--- src/rtl/digit_serial_adder.sv ---
// Digit-serial add/subtract: one DIGIT-wide ripple slice reused for WIDTH/DIGIT cycles,
// with a registered carry between digits and a start/done handshake.
module digit_serial_adder #(
    parameter int unsigned WIDTH = 16,
    parameter int unsigned DIGIT = 4
) (
    input  logic             clk,
    input  logic             rst,
    input  logic             start,
    input  logic             sub,
    input  logic [WIDTH-1:0] a,
    input  logic [WIDTH-1:0] b,
    input  logic             cin,
    output logic             busy,
    output logic             done,
    output logic [WIDTH-1:0] sum,
    output logic             cout,
    output logic             ovf
);

    localparam int unsigned N  = WIDTH / DIGIT;
    localparam int unsigned CW = $clog2(N + 1);

    typedef enum logic [1:0] {StIdle, StRun, StDone} state_e;

    state_e           r_state;
    logic [WIDTH-1:0] r_a;
    logic [WIDTH-1:0] r_b;
    logic [WIDTH-1:0] r_res;
    logic             r_carry;
    logic             r_cmsb;
    logic [CW-1:0]    r_cnt;

    logic [DIGIT:0]       w_dsum;
    logic                 w_cmsb;
    logic [WIDTH+DIGIT-1:0] w_res_cat;
    logic [WIDTH+DIGIT-1:0] w_res_shift;
    logic                 w_accept;

    assign w_dsum = {1'b0, r_a[DIGIT-1:0]} + {1'b0, r_b[DIGIT-1:0]}
                  + {{DIGIT{1'b0}}, r_carry};
    // Carry into the digit MSB recovered from the MSB sum bit and its two operand bits.
    assign w_cmsb      = w_dsum[DIGIT-1] ^ r_a[DIGIT-1] ^ r_b[DIGIT-1];
    assign w_res_cat   = {w_dsum[DIGIT-1:0], r_res};
    assign w_res_shift = w_res_cat >> DIGIT;
    assign w_accept    = start && (r_state == StIdle || r_state == StDone);

    always_ff @(posedge clk) begin
        if (rst) begin
            r_state <= StIdle;
            r_a     <= '0;
            r_b     <= '0;
            r_res   <= '0;
            r_carry <= 1'b0;
            r_cmsb  <= 1'b0;
            r_cnt   <= '0;
            busy    <= 1'b0;
            done    <= 1'b0;
            sum     <= '0;
            cout    <= 1'b0;
            ovf     <= 1'b0;
        end else begin
            done <= 1'b0;
            case (r_state)
                StIdle: begin
                    r_state <= StIdle;
                end
                StRun: begin
                    r_a     <= r_a >> DIGIT;
                    r_b     <= r_b >> DIGIT;
                    r_res   <= w_res_shift[WIDTH-1:0];
                    r_carry <= w_dsum[DIGIT];
                    r_cnt   <= r_cnt + 1'b1;
                    if (r_cnt == CW'(N - 1)) begin
                        r_cmsb  <= w_cmsb;
                        busy    <= 1'b0;
                        r_state <= StDone;
                    end
                end
                StDone: begin
                    done    <= 1'b1;
                    sum     <= r_res;
                    cout    <= r_carry;
                    ovf     <= r_carry ^ r_cmsb;
                    r_state <= StIdle;
                end
                default: begin
                    r_state <= StIdle;
                end
            endcase
            // A new request is taken in IDLE or in the DONE cycle, giving back-to-back issue.
            if (w_accept) begin
                r_a     <= a;
                r_b     <= sub ? ~b : b;
                r_carry <= sub ? 1'b1 : cin;
                r_cnt   <= '0;
                busy    <= 1'b1;
                r_state <= StRun;
            end
        end
    end

endmodule

--- config.mk ---
export PLATFORM = sky130hd
export DESIGN_NAME = digit_serial_adder
export DESIGN_NICKNAME = d
export VERILOG_FILES = /design/src/rtl/digit_serial_adder.sv
export SDC_FILE = /design/constraint.sdc
export NUM_CORES = 1
export LEC_CHECK = 0
export CORE_MARGIN = 5
export CORE_UTILIZATION = 40
export DETAILED_ROUTE_END_ITERATION = 8
export PLACE_DENSITY = 0.67
export SLEW_MARGIN = 0
export SYNTH_ARGS = -nofsm -noshare
export SYNTH_HDL_FRONTEND = slang
export SYNTH_SLANG_ARGS = --single-unit
--- constraint.sdc ---
create_clock -name clk -period 2.4 [get_ports clk]
set_input_delay 0.48 -clock clk [delete_from_list [all_inputs] [get_ports clk]]
set_output_delay 0.48 -clock clk [all_outputs]
set_load 0.01 [all_outputs]
==> qor.csv <==
stage,metric,value,unit
clocking,clkTransAtPathRegs,0.08,ns
yosys,synth.cell_area,3080,um2
clocking,clock_sinks,75,
layout,area_growth,26.1,%
grt,grt_antenna_before_repair,0,
run_status,outcome,"complete, no violations",
worst_setup_path,cp_data_required_time,2.67,ns
timing,setup-tns-final,0,ns
grt,first_global_vias,2531,
clocking,postCtsSetupRepairBufs,0,
timing,layout_min_cycle_time,1.88,ns
grt,grt_first_pass_wirelength,11400,um
min_path,min_path_type,reg2reg,
yosys,yosys_register_bits,75,
route,drtPass1Iterations,4,
die,rows,32,
clocking,cts_inserted_buffers,9,
die,floorplan.die_area,9570,um2
timing,rsz0062_at_grt,no,
worst_setup_path,critical_path_class,reg2reg,
timing,final_hold_viol_count,0,
clocking,cts-htree-levels,3,
power,pwr_density_cell,699,nW/um2
yosys,synth_largest_type_area_fraction,48.7,%
worst_setup_path,cp_max_fo,4,
placement,routabilityCongestion,0.788,
die,io_pins,57,
timing,clock_tree_skew_after_final_layout,0.0122,ns
route,wl_per_cell,12.4,um
yosys,post_synth_num_cell_types,33,
worst_setup_path,worst_setup_path_start_kind,flop,
job,number_of_violations_of_the_max_capacitance_limit,0,
worst_setup_path,worstRegToRegCells,7,
route,initial_drt_markers,140,
power,p_leak,1.37,nW
grt,grt_max_degree,34,
clocking,post_cts.resized_instances,0,
die,core-area,7610,um2
clocking,clock_tree.root_cell,sky130_fd_sc_hd__clkbuf_8,
clocking,post_cts_hold_buffer_count,0,
timing,tightest_slew,0.733,ns
worst_setup_path,worstSetupEndpointType,flop,
route,via_count,2502,
layout,layout.core_utilization,51.1,%
clocking,cts_tree,built,
yosys,synth_enable_flop_cells,0,
layout,diodes,0,
placement,port-buffer-count,56,
yosys,postSynthCellCount,356,
route,routed_wl,6350,um
yosys,main_area_contributors_after_synthesis,"sky130_fd_sc_hd__dfxtp_1 (49%), sky130_fd_sc_hd__nand2_1 (10%), sky130_fd_sc_hd__a21oi_1 (9.2%)",
timing,max_slew_margin,51.1,%
timing,fin_hold_ws,0.453,ns
timing,timing.final.setup_violations,0,
route,drc_violations_left,0,
yosys,postSynthAreaPerCell,8.66,um2
timing,finalMaxSlewViolations,0,
layout,finish.net_count,447,
grt,grt_usage,14.4,%
route,avgViaCountPerCell,4.91,
yosys,ys_seq_area_share,48.7,%
yosys,syn-num-nets,400,
grt,remaining_global_route_overflow,0,
die,start_util,40.5,%
clocking,ctsLongestPathBuffers,2,
clocking,clock_latency_on_the_worst_skew_pair,0.35,ns
yosys,synth_largest_area_cell,sky130_fd_sc_hd__dfxtp_1,
yosys,postSynth.asyncResetShare,0,%
worst_setup_path,timing.critical_path.arrival,2.16,ns
layout,post_route_cells_drive_above_1_share,7.35,%
die,fp.dieH,97.8,um
timing,max_freq,531,MHz
yosys,ys_dominant_reg_cell,sky130_fd_sc_hd__dfxtp_1,
route,antenna_violating_nets_post_route,0,
placement,dp.final_hpwl,4310,um
yosys,ys.warnings.count,0,
min_path,min_path_cells,2,
timing,final_worst_path_cycle_share,78.4,%
die,die_x,97.8,um
power,ir_drop,385,uV
layer usage:
metal | wire length [um] | global-route usage (%)
met5 | 0 | 0
met4 | 68 | 4.15
met3 | 364 | 5.43
met2 | 3070 | 24.9
met1 | 2840 | 16.6
registers in the layout, indices dropped and copies added, names as in the netlist, 2 cells and up:
register,count
r_b,16
r_a,16
r_res,16
r_cnt,3
sum,16
r_state,2
path summary, 6_finish.rpt:
path,from,endpoint,slack (ns)
max,r_carry,r_carry,0.52
min,r_res[1],sum[1],0.45
max reg2reg,r_carry,r_carry,0.52
min reg2reg,r_res[1],sum[1],0.45
critical path, cell delays in order, from the launching register on:
cell and delay [ns]:
sky130_fd_sc_hd__dfxtp_1 0.43, sky130_fd_sc_hd__inv_1 0.08, sky130_fd_sc_hd__fa_1 0.40, sky130_fd_sc_hd__fa_1 0.42, sky130_fd_sc_hd__nor2b_1 0.13, sky130_fd_sc_hd__o21a_1 0.11
sky130_fd_sc_hd__o21ai_0 0.08, sky130_fd_sc_hd__a31oi_1 0.16
cells in the mapped netlist (all sizes together), types with 4 or more instances:
cell type / n
nand2: 87
nor2: 19
ha: 5
a21oi: 57
buf: 21
clkbuf: 6
xor2: 17
inv: 6
a22oi: 32
dfxtp: 75
a211oi: 4
through the flow:
stage               cells  setup slack, ns  power [W]  instance area [um2]
floorplan             356            0.754    0.00157                 3080
global placement      494            0.369    0.00166                 3660
detailed placement    494            0.356    0.00166                 3660
CTS                   510            0.500    0.00275                 3890
global route          510            0.379    0.00284                 3890
finish                510            0.517    0.00272                 3890
layout by cell type, fill, tap and decap left out, drive strengths merged, types with 3 or more instances in the layout:
cell type	instances
nor2	19
nor3	3
xnor2	3
xor2	17
dfxtp	75
a21oi	57
clkdlybuf4s50	55
a22oi	32
nand2	87
clkbuf	10
nor2b	3
inv	6
ha	5
buf	8
a211oi	4
layout make-up:
class,count,area [um2]
flip-flops and latches,75,1500
repair buffers,63,608
well taps,102,128
fillers,707,3720
inverters,6,22.5
clock buffers,10,138
clock inverters,6,88.8
multi-input cells,248,1400
power by group:
group | internal, W | total [W] | switching, W
clock | 0.000613 | 0.00108 | 0.000471
combinational | 0.000141 | 0.000300 | 0.000160
sequential | 0.00130 | 0.00133 | 0.0000346
total | 0.00205 | 0.00272 | 0.000665
logic make-up (layout without fill, tap and decap cells):
logic type                 count (synthesis)  in the layout  share of synthesized area [%]
xor gates and xnor gates                  20             20                           5.68
buffers and inverters                     33             85                           5.84
and+or+nand+nor                          120            120                           16.2
adders and majority gates                  7              7                           3.33
AOI/OAI and AO/OA                        100            100                           19.9
DFF                                       75             75                           48.7
muxes                                      1              1                          0.325
No activity file was read; power rests on OpenSTA's default activity.
